$ cat config.mk
export PLATFORM = sky130hd
export DESIGN_NAME = fifo_stream_reader
export DESIGN_NICKNAME = d
export VERILOG_FILES = /design/src/rtl/fifo_pkg.sv /design/src/rtl/stream_skid_buffer.sv /design/src/rtl/fifo_stream_reader.sv
export SDC_FILE = /design/constraint.sdc
export NUM_CORES = 1
export LEC_CHECK = 0
export BUFFER_PORTS_ARGS = -buffer_cell sky130_fd_sc_hd__buf_2
export CAP_MARGIN = 0
export CORE_AREA = 2 2 99 101
export CTS_BUF_LIST = sky130_fd_sc_hd__clkbuf_4 sky130_fd_sc_hd__clkbuf_8 sky130_fd_sc_hd__clkbuf_16
export DETAILED_ROUTE_END_ITERATION = 12
export DIE_AREA = 0 0 101 103
export SLEW_MARGIN = 20
export SYNTH_ARGS = -nofsm -noshare
export SYNTH_HDL_FRONTEND = slang
export SYNTH_HIERARCHICAL = 1
export SYNTH_SLANG_ARGS = --single-unit
$ cat constraint.sdc
create_clock -name clk -period 3.63 [get_ports clk]
set_input_delay 0.726 -clock clk [delete_from_list [all_inputs] [get_ports clk]]
set_output_delay 0.726 -clock clk [all_outputs]
set_load 0.02 [all_outputs]
$ cat src/rtl/fifo_pkg.sv
// Shared types and helpers for the FIFO stream reader.
// Skid pointer/occupancy types and the beat-counter width helper.
package fifo_pkg;

    typedef logic       skid_ptr_t;
    typedef logic [1:0] skid_cnt_t;

    localparam int SKID_DEPTH = 2;

    function automatic int beat_width(input int pkt_len);
        return $clog2(pkt_len + 1);
    endfunction

endpackage

$ cat src/rtl/stream_skid_buffer.sv
// Two-entry circular skid buffer.
// Registered head word and occupancy; clear empties it in one cycle.
module stream_skid_buffer
    import fifo_pkg::*;
#(
    parameter int DATA_WIDTH = 32
) (
    input  logic                  i_clk,
    input  logic                  i_rst,
    input  logic                  i_clear,
    input  logic                  i_push,
    input  logic [DATA_WIDTH-1:0] i_din,
    input  logic                  i_pop,
    output logic [DATA_WIDTH-1:0] o_head,
    output skid_cnt_t             o_count
);

    localparam skid_cnt_t FULL = skid_cnt_t'(SKID_DEPTH);

    logic [DATA_WIDTH-1:0] r_mem [SKID_DEPTH];
    skid_ptr_t             r_wptr;
    skid_ptr_t             r_rptr;
    skid_cnt_t             r_count;

    // Pointer and occupancy bookkeeping; push and pop together keep count.
    always_ff @(posedge i_clk) begin
        if (i_rst || i_clear) begin
            r_wptr  <= '0;
            r_rptr  <= '0;
            r_count <= '0;
        end else begin
            if (i_push) r_wptr <= ~r_wptr;
            if (i_pop)  r_rptr <= ~r_rptr;
            case ({i_push, i_pop})
                2'b10:   r_count <= r_count + 2'd1;
                2'b01:   r_count <= r_count - 2'd1;
                default: r_count <= r_count;
            endcase
        end
    end

    // Data storage needs no reset; occupancy qualifies it.
    always_ff @(posedge i_clk) begin
        if (i_push) r_mem[r_wptr] <= i_din;
    end

    // The credit scheme upstream must never overfill the buffer.
    always_ff @(posedge i_clk) begin
        if (!i_rst && !i_clear) begin
            assert (!(i_push && !i_pop && r_count == FULL));
        end
    end

    assign o_head  = r_mem[r_rptr];
    assign o_count = r_count;

endmodule

$ cat src/rtl/fifo_stream_reader.sv
// FIFO pop-side to ready/valid stream adapter.
// Credit-based read issue, in-flight tracking, packet counter, error flag.
module fifo_stream_reader
    import fifo_pkg::*;
#(
    parameter int DATA_WIDTH   = 32,
    parameter int READ_LATENCY = 1,
    parameter int PKT_LEN      = 16
) (
    input  logic                            clk,
    input  logic                            rst,
    input  logic                            fifo_empty,
    output logic                            fifo_shift_out,
    input  logic [DATA_WIDTH-1:0]           fifo_dout,
    input  logic                            fifo_valid,
    output logic [DATA_WIDTH-1:0]           m_data,
    output logic                            m_valid,
    input  logic                            m_ready,
    output logic                            m_last,
    input  logic                            flush,
    output logic [beat_width(PKT_LEN)-1:0]  beat_count,
    output logic                            err_unexpected
);

    localparam int             BW        = beat_width(PKT_LEN);
    localparam logic [BW-1:0]  LAST_BEAT = BW'(PKT_LEN - 1);

    skid_cnt_t     w_occ;
    logic          w_pop;
    logic          w_push;
    logic          w_inflight;
    logic          w_expected;
    logic          w_unexpected;
    logic [2:0]    w_used;
    logic [2:0]    w_limit;
    logic          r_discard;
    logic          r_err;
    logic [BW-1:0] r_beat;

    assign m_valid = (w_occ != '0) && !flush && !rst;
    assign w_pop   = m_valid && m_ready;

    // Words held plus words requested must stay within the skid depth.
    assign w_used  = {1'b0, w_occ} + {2'b00, w_inflight};
    assign w_limit = 3'd2 + {2'b00, w_pop};

    assign fifo_shift_out = !fifo_empty && !flush && !rst && (w_used < w_limit);

    generate
        if (READ_LATENCY == 0) begin : g_rl0
            assign w_inflight = 1'b0;
            assign w_expected = fifo_shift_out;
        end else begin : g_rl1
            logic r_inflight;
            // One outstanding read at most; it returns the cycle after issue.
            always_ff @(posedge clk) begin
                if (rst) r_inflight <= 1'b0;
                else     r_inflight <= fifo_shift_out;
            end
            assign w_inflight = r_inflight;
            assign w_expected = r_inflight;
        end
    endgenerate

    assign w_push       = fifo_valid && w_expected && !flush;
    assign w_unexpected = fifo_valid && !w_expected && !flush && !r_discard;

    // Late returns right after a flush or reset are dropped silently.
    always_ff @(posedge clk) begin
        if (rst) r_discard <= 1'b1;
        else     r_discard <= flush;
    end

    // Sticky error for data that nobody asked for.
    always_ff @(posedge clk) begin
        if (rst)               r_err <= 1'b0;
        else if (w_unexpected) r_err <= 1'b1;
    end

    // Beat index within the packet, advanced on each transfer.
    always_ff @(posedge clk) begin
        if (rst || flush) begin
            r_beat <= '0;
        end else if (w_pop) begin
            if (r_beat == LAST_BEAT) r_beat <= '0;
            else                     r_beat <= r_beat + 1'b1;
        end
    end

    stream_skid_buffer #(
        .DATA_WIDTH (DATA_WIDTH)
    ) u_skid (
        .i_clk   (clk),
        .i_rst   (rst),
        .i_clear (flush),
        .i_push  (w_push),
        .i_din   (fifo_dout),
        .i_pop   (w_pop),
        .o_head  (m_data),
        .o_count (w_occ)
    );

    assign m_last         = m_valid && (r_beat == LAST_BEAT);
    assign beat_count     = r_beat;
    assign err_unexpected = r_err;

endmodule

======== Word-level counts from Yosys, hierarchy flattened ========
Memories as Yosys holds them, arrays and structs flattened. A register that Yosys moved wholly into a read port is not among the register bits.
Index checks and enable logic that the tools add are counted.
word-level totals
  flip-flop bits (word level) ............. 12
  bits in writable memories ............... 64
  input bits .............................. 38
  output and inout bits ................... 41
  word-level logic and storage cells ...... 45
  memories kept ........................... 1
operators by class
  add/subtract/negate cells ............... 5
  order comparisons ....................... 1
  equality and inequality tests ........... 3
  multiplexer cells ....................... 6
  bitwise gates (word level) .............. 2
  reductions and logical operators ........ 20
memories
  name          depth  bits a word  read ports  clocked after memory_dff  write ports  line                      RTL
  u_skid.r_mem  2      32           1           1                         1            stream_skid_buffer.sv:20  logic [DATA_WIDTH-1:0] r_mem [SKID_DEPTH];
operator list
  kind                 number
  $logic_and 1x1->1    12
  $add 5x1->5 const B  1
  $eq 5x4->1 const B   1
  $logic_not 1->1      5
  $mux 5               1
  $mux 1               4
  $pmux 2 s2           1
  $reduce_bool 2->1    2
  $add 2x1->3          1
  $add 2x1->3 const A  1
  $lt 3x3->1           1
  $add 2x1->2 const B  1
  $eq 2x1->1 const B   1
  $eq 2x2->1 const B   1
  $not 1->1            2
  $sub 2x1->2 const B  1
  $logic_or 1x1->1     1

======== Logic depth before layout (Yosys ltp) ========
  depth in word-level cells ............... 7
  depth in mapped cells ................... 7
  mapped depth without buffers ............ 7

======== By module ========
The synthesis kept the hierarchy.
by module, submodules not included
  module              instances  cells an instance  area each (sq um)  sequential area each (sq um)
  stream_skid_buffer  1          120                2501.1             2021.9
  fifo_stream_reader  1          42                 396.6              160.2

======== Least setup slack after synthesis ========
OpenSTA, ideal clock, no wires.
  kind .................................... input port to flip-flop
  from .................................... input flush
  to ...................................... memory u_skid.r_mem[0][0] (enable)
  setup time .............................. 0.421 ns
  data arrival time ....................... 2.383 ns
  data required time ...................... 3.209 ns
  slack ................................... 0.826 ns
  cell stages on the path ................. 3
  path buffers ............................ 0
  cell sequence ........................... and3b_2 > inv_1 > nor2_1
between the ends
  word-level cells in the longest chain between the ends .. 4
RTL lines
  item                          line                      RTL
  from (decl)                   fifo_stream_reader.sv:20  input logic flush,
  $logic_not 1->1               --
  $logic_and 1x1->1             fifo_stream_reader.sv:65  assign w_push = fifo_valid && w_expected && !flush;
  $mux 1                        stream_skid_buffer.sv:44  if (i_push) r_mem[r_wptr] <= i_din;
  $mux 1 (not written as such)  stream_skid_buffer.sv:44
  to (decl)                     stream_skid_buffer.sv:20
Every way passes these cells.

======== Worst setup path in the final report ========
  from .................................... input flush
  to ...................................... output fifo_shift_out
between the ends
  word-level cells in the longest chain between the ends .. 7
  elaborated cells on any way between the ends .. 9
  those cells by class .................... add/sub (1); order compare (1); reduce/logical (7)
RTL lines
  item                             line                      RTL
  $logic_not 1->1 *                --
  $logic_and 1x1->1 (2 in series)  fifo_stream_reader.sv:40  assign m_valid = (w_occ != '0) && !flush && !rst;
  $logic_and 1x1->1                fifo_stream_reader.sv:41  assign w_pop = m_valid && m_ready;
  $add 2x1->3                      fifo_stream_reader.sv:45  assign w_limit = 3'd2 + {2'b00, w_pop};
  $lt 3x3->1                       fifo_stream_reader.sv:47  assign fifo_shift_out = !fifo_empty && !flush && !rst && (w_used < w_limit);
  $logic_and 1x1->1 *              fifo_stream_reader.sv:47
  to (decl)                        fifo_stream_reader.sv:13  output logic fifo_shift_out,
Every way passes the cells marked *; elsewhere a longest branch is shown, timed or not.

==> metrics.cfg <==
[job]
maxCapViolations=0

[min_path]
hold_depth=2
worstHoldStart=err_unexpected$_SDFFE_PP0P_
min_to=err_unexpected$_SDFFE_PP0P_
hold_path.class=reg -> reg

[power]
power_leakage_nw=1.384
ir_drop_uv=185.3
power_density_nw_per_um2=483.7

[place]
port-buffer-count=78
place_inst=351
gp_congestion=0.7032
dp_hpwl_um=3292
placed_area_um2=3430

[clocking]
numCtsBuffers=9
cts_root_buffer=clkbuf_8
postCtsSetupRepairBufs=0
path_clk_slew_ns=0.07
cts.sinks=77
cts_hold_buf=0
htreeDepth=3
clk-insertion-delay-late_ns=0.33
cts_tree=yes
cts_buffer_depth=2
cts_resized=0

[worst_setup_path]
path_class=in -> out
max_stage_delay_ns=0.23
r2r-start=u_skid/o_count[0]$_SDFFE_PP0P_
cp_slowest_cell=nor4b_1
cp-start-kind=primary input
crit_family=simple AND/OR/NAND/NOR gates
r2r_end=u_skid/o_count[1]$_SDFFE_PP0P_
crit_fanout=8
crit_buf_inv=2
cp_common_cell=buf_2
reg2reg_setup_slack_ns=1.71
cp.required_ns=2.90
cp-end-kind=output port
rr_worst_depth=6
path_cells=buf_2 > nor2_4 > nand3b_4 > o21ai_0 > nor4b_1 > buf_2
crit_arrival_ns=1.85

[grt]
grt_pass1_vias=1672
grt_usage_pct=9.974
grt_overflow=0
grt_pass1_wl_um=7769
antenna_found_initial=0
grt_max_degree=33

[final_layout]
syn2layout_area_growth_pct=26.68
multi_input_area_um2=694.4
regArea_um2=2183
drive_above_1_share_pct=52.17
finalInstanceArea_um2=3671
final_common_cell=buf_2
final_cells=367
final_nets=290
insertedDiodeCount=0
final_cell_mix=78 x buf_2, 64 x edfxtp_1, 30 x mux2_2
n_fill_cell=929

[synth]
ys_seq_area_share_pct=75.30
synth_xor_area_share_pct=1.209
synthSimpleGateAreaFrac_pct=5.872
synth_compound_area_share_pct=2.073
ys_seq_elements=77
netlist.area_leader.share_pct=66.32
yosys.area.top_type=edfxtp_1
syn_nets=204
synth_mux_area_share_pct=12.78
syn_avg_cell_area_um2=17.89
ys_types=27
syn_inst=162
synth_top_family_by_area=multiplexers
ys_warn_count=6
synth_area_leaders=edfxtp_1 66%, mux2_2 12%, dfxtp_1 9.0%
syn_area_um2=2898
synth-adder-area-share_pct=1.727

[timing]
maxSlewViolCount=0
rsz0062_at_grt=no
fin_crit_sh_pct=70.99
max_slew.worst_pin.slew_ns=0.8581
worst_slew_margin_rel_pct=42.79
fin_skew_ns=0.005829
final_hold_viol_count=0
setup-violations-final=0
max_freq_ghz=0.3881
setup-tns-final_ns=0
hold_ws_ns=0.4697
final.min_clock_period_ns=2.577

[floorplan]
die_w_um=101
io_pins=79
dieArea_um2=10400
die_h_um=103
fp-row-count=36
start_util_pct=30.63
coreArea_um2=9459

[routing]
vias=1661
drt_iter0_drc=14
avgViaCountPerCell=4.526
wl_per_cell_um=13.78
drc=0
dr.pass1.iters=4
routed_wirelength_um=5059
postRouteAntennaNets=0

[outcome]
status=complete, no violations

## worst max-delay path by stage
stage                                        end   from  slack [ns]  cells past startpoint
floorplan           u_skid/r_mem[0][0]$_DFFE_PP_  flush        0.83                      3
global placement                  fifo_shift_out  flush        1.10                      6
global route                      fifo_shift_out  flush        0.90                      6
finish                            fifo_shift_out  flush        1.05                      6
detailed placement                fifo_shift_out  flush        1.04                      6
CTS                                   m_data[27]   flop        1.03                      2
## cells in the mapped netlist
cell type	number
and3b_2	1
edfxtp_1	64
ha_1	4
xnor2_1	3
o211a_1	1
nor4b_1	3
buf_2	3
or3_1	2
dfxtp_1	13
mux2_2	30
inv_1	3
nand2_1	4
nand3b_4	1
and2_1	1
o21ai_0	5
nor2_1	6
nor3_1	5
nor4_1	1
a21oi_2	1
xor2_1	1
nand3_1	3
mux2_1	2
mux2i_1	1
a31o_2	1
a211oi_1	1
nor2_4	1
clkbuf_1	1
## per-stage QoR
step | setup slack [ns] | util [%] | power [W]
floorplan | 0.8255 | - | 0.0009991
global placement | 1.099 | 36.26 | 0.001031
detailed placement | 1.037 | 36.26 | 0.001033
CTS | 1.029 | 38.81 | 0.001809
global route | 0.8992 | 38.81 | 0.001854
finish | 1.053 | 38.81 | 0.001776
## sequential cells by signal, summed over array words and instances (netlist names), named ones only
register	cells
r_discard	1
err_unexpected	1
g_rl1.r_inflight	1
u_skid/r_rptr	1
beat_count	5
u_skid/r_wptr	1
u_skid/o_count	2
u_skid/r_mem	64
## per-layer routing
metal | part of all wire [%] | global-route usage (%)
met5 | 0 | 0
met4 | 0.95 | 3.742
met3 | 6.0 | 4.000
met2 | 49 | 17.23
met1 | 44 | 11.15
## layout make-up
class                      instances  area share (%)
clock buffer                      10           3.579
multi-input combinational         78           18.92
inverter                           3          0.3067
tap                              114           3.885
timing repair buffer              79           10.84
clock inverter                     6           2.999
sequential                        77           59.48
## cells by family (layout without fill, tap and decap cells)
| kind of cell | count (synthesis) | after routing |
|---|---|---|
| AO/OA/AOI/OAI | 9 | 9 |
| XOR/XNOR | 4 | 4 |
| adder cells (fa/ha/maj) | 4 | 4 |
| buffers and inverters | 7 | 98 |
| flip-flops | 77 | 77 |
| multiplexers | 33 | 33 |
| AND/OR/NAND/NOR | 28 | 28 |
## worst reg2reg max path, cell delays in order, from the launching register on
cell and delay (ns):
dfxtp_1 0.36, nor2_1 0.23, nand3b_4 0.22, inv_1 0.10, ha_1 0.32, or3_1 0.36, a211oi_1 0.24
## power by group
group | leakage, nW | internal, W | switching (W) | total, W
clock | 0.118 | 0.000465 | 0.000299 | 0.000764
sequential | 0.682 | 0.000961 | 0.00000181 | 0.000962
combinational | 0.584 | 0.0000224 | 0.0000272 | 0.0000496
Note: power is estimated with default switching activity, not from simulation.
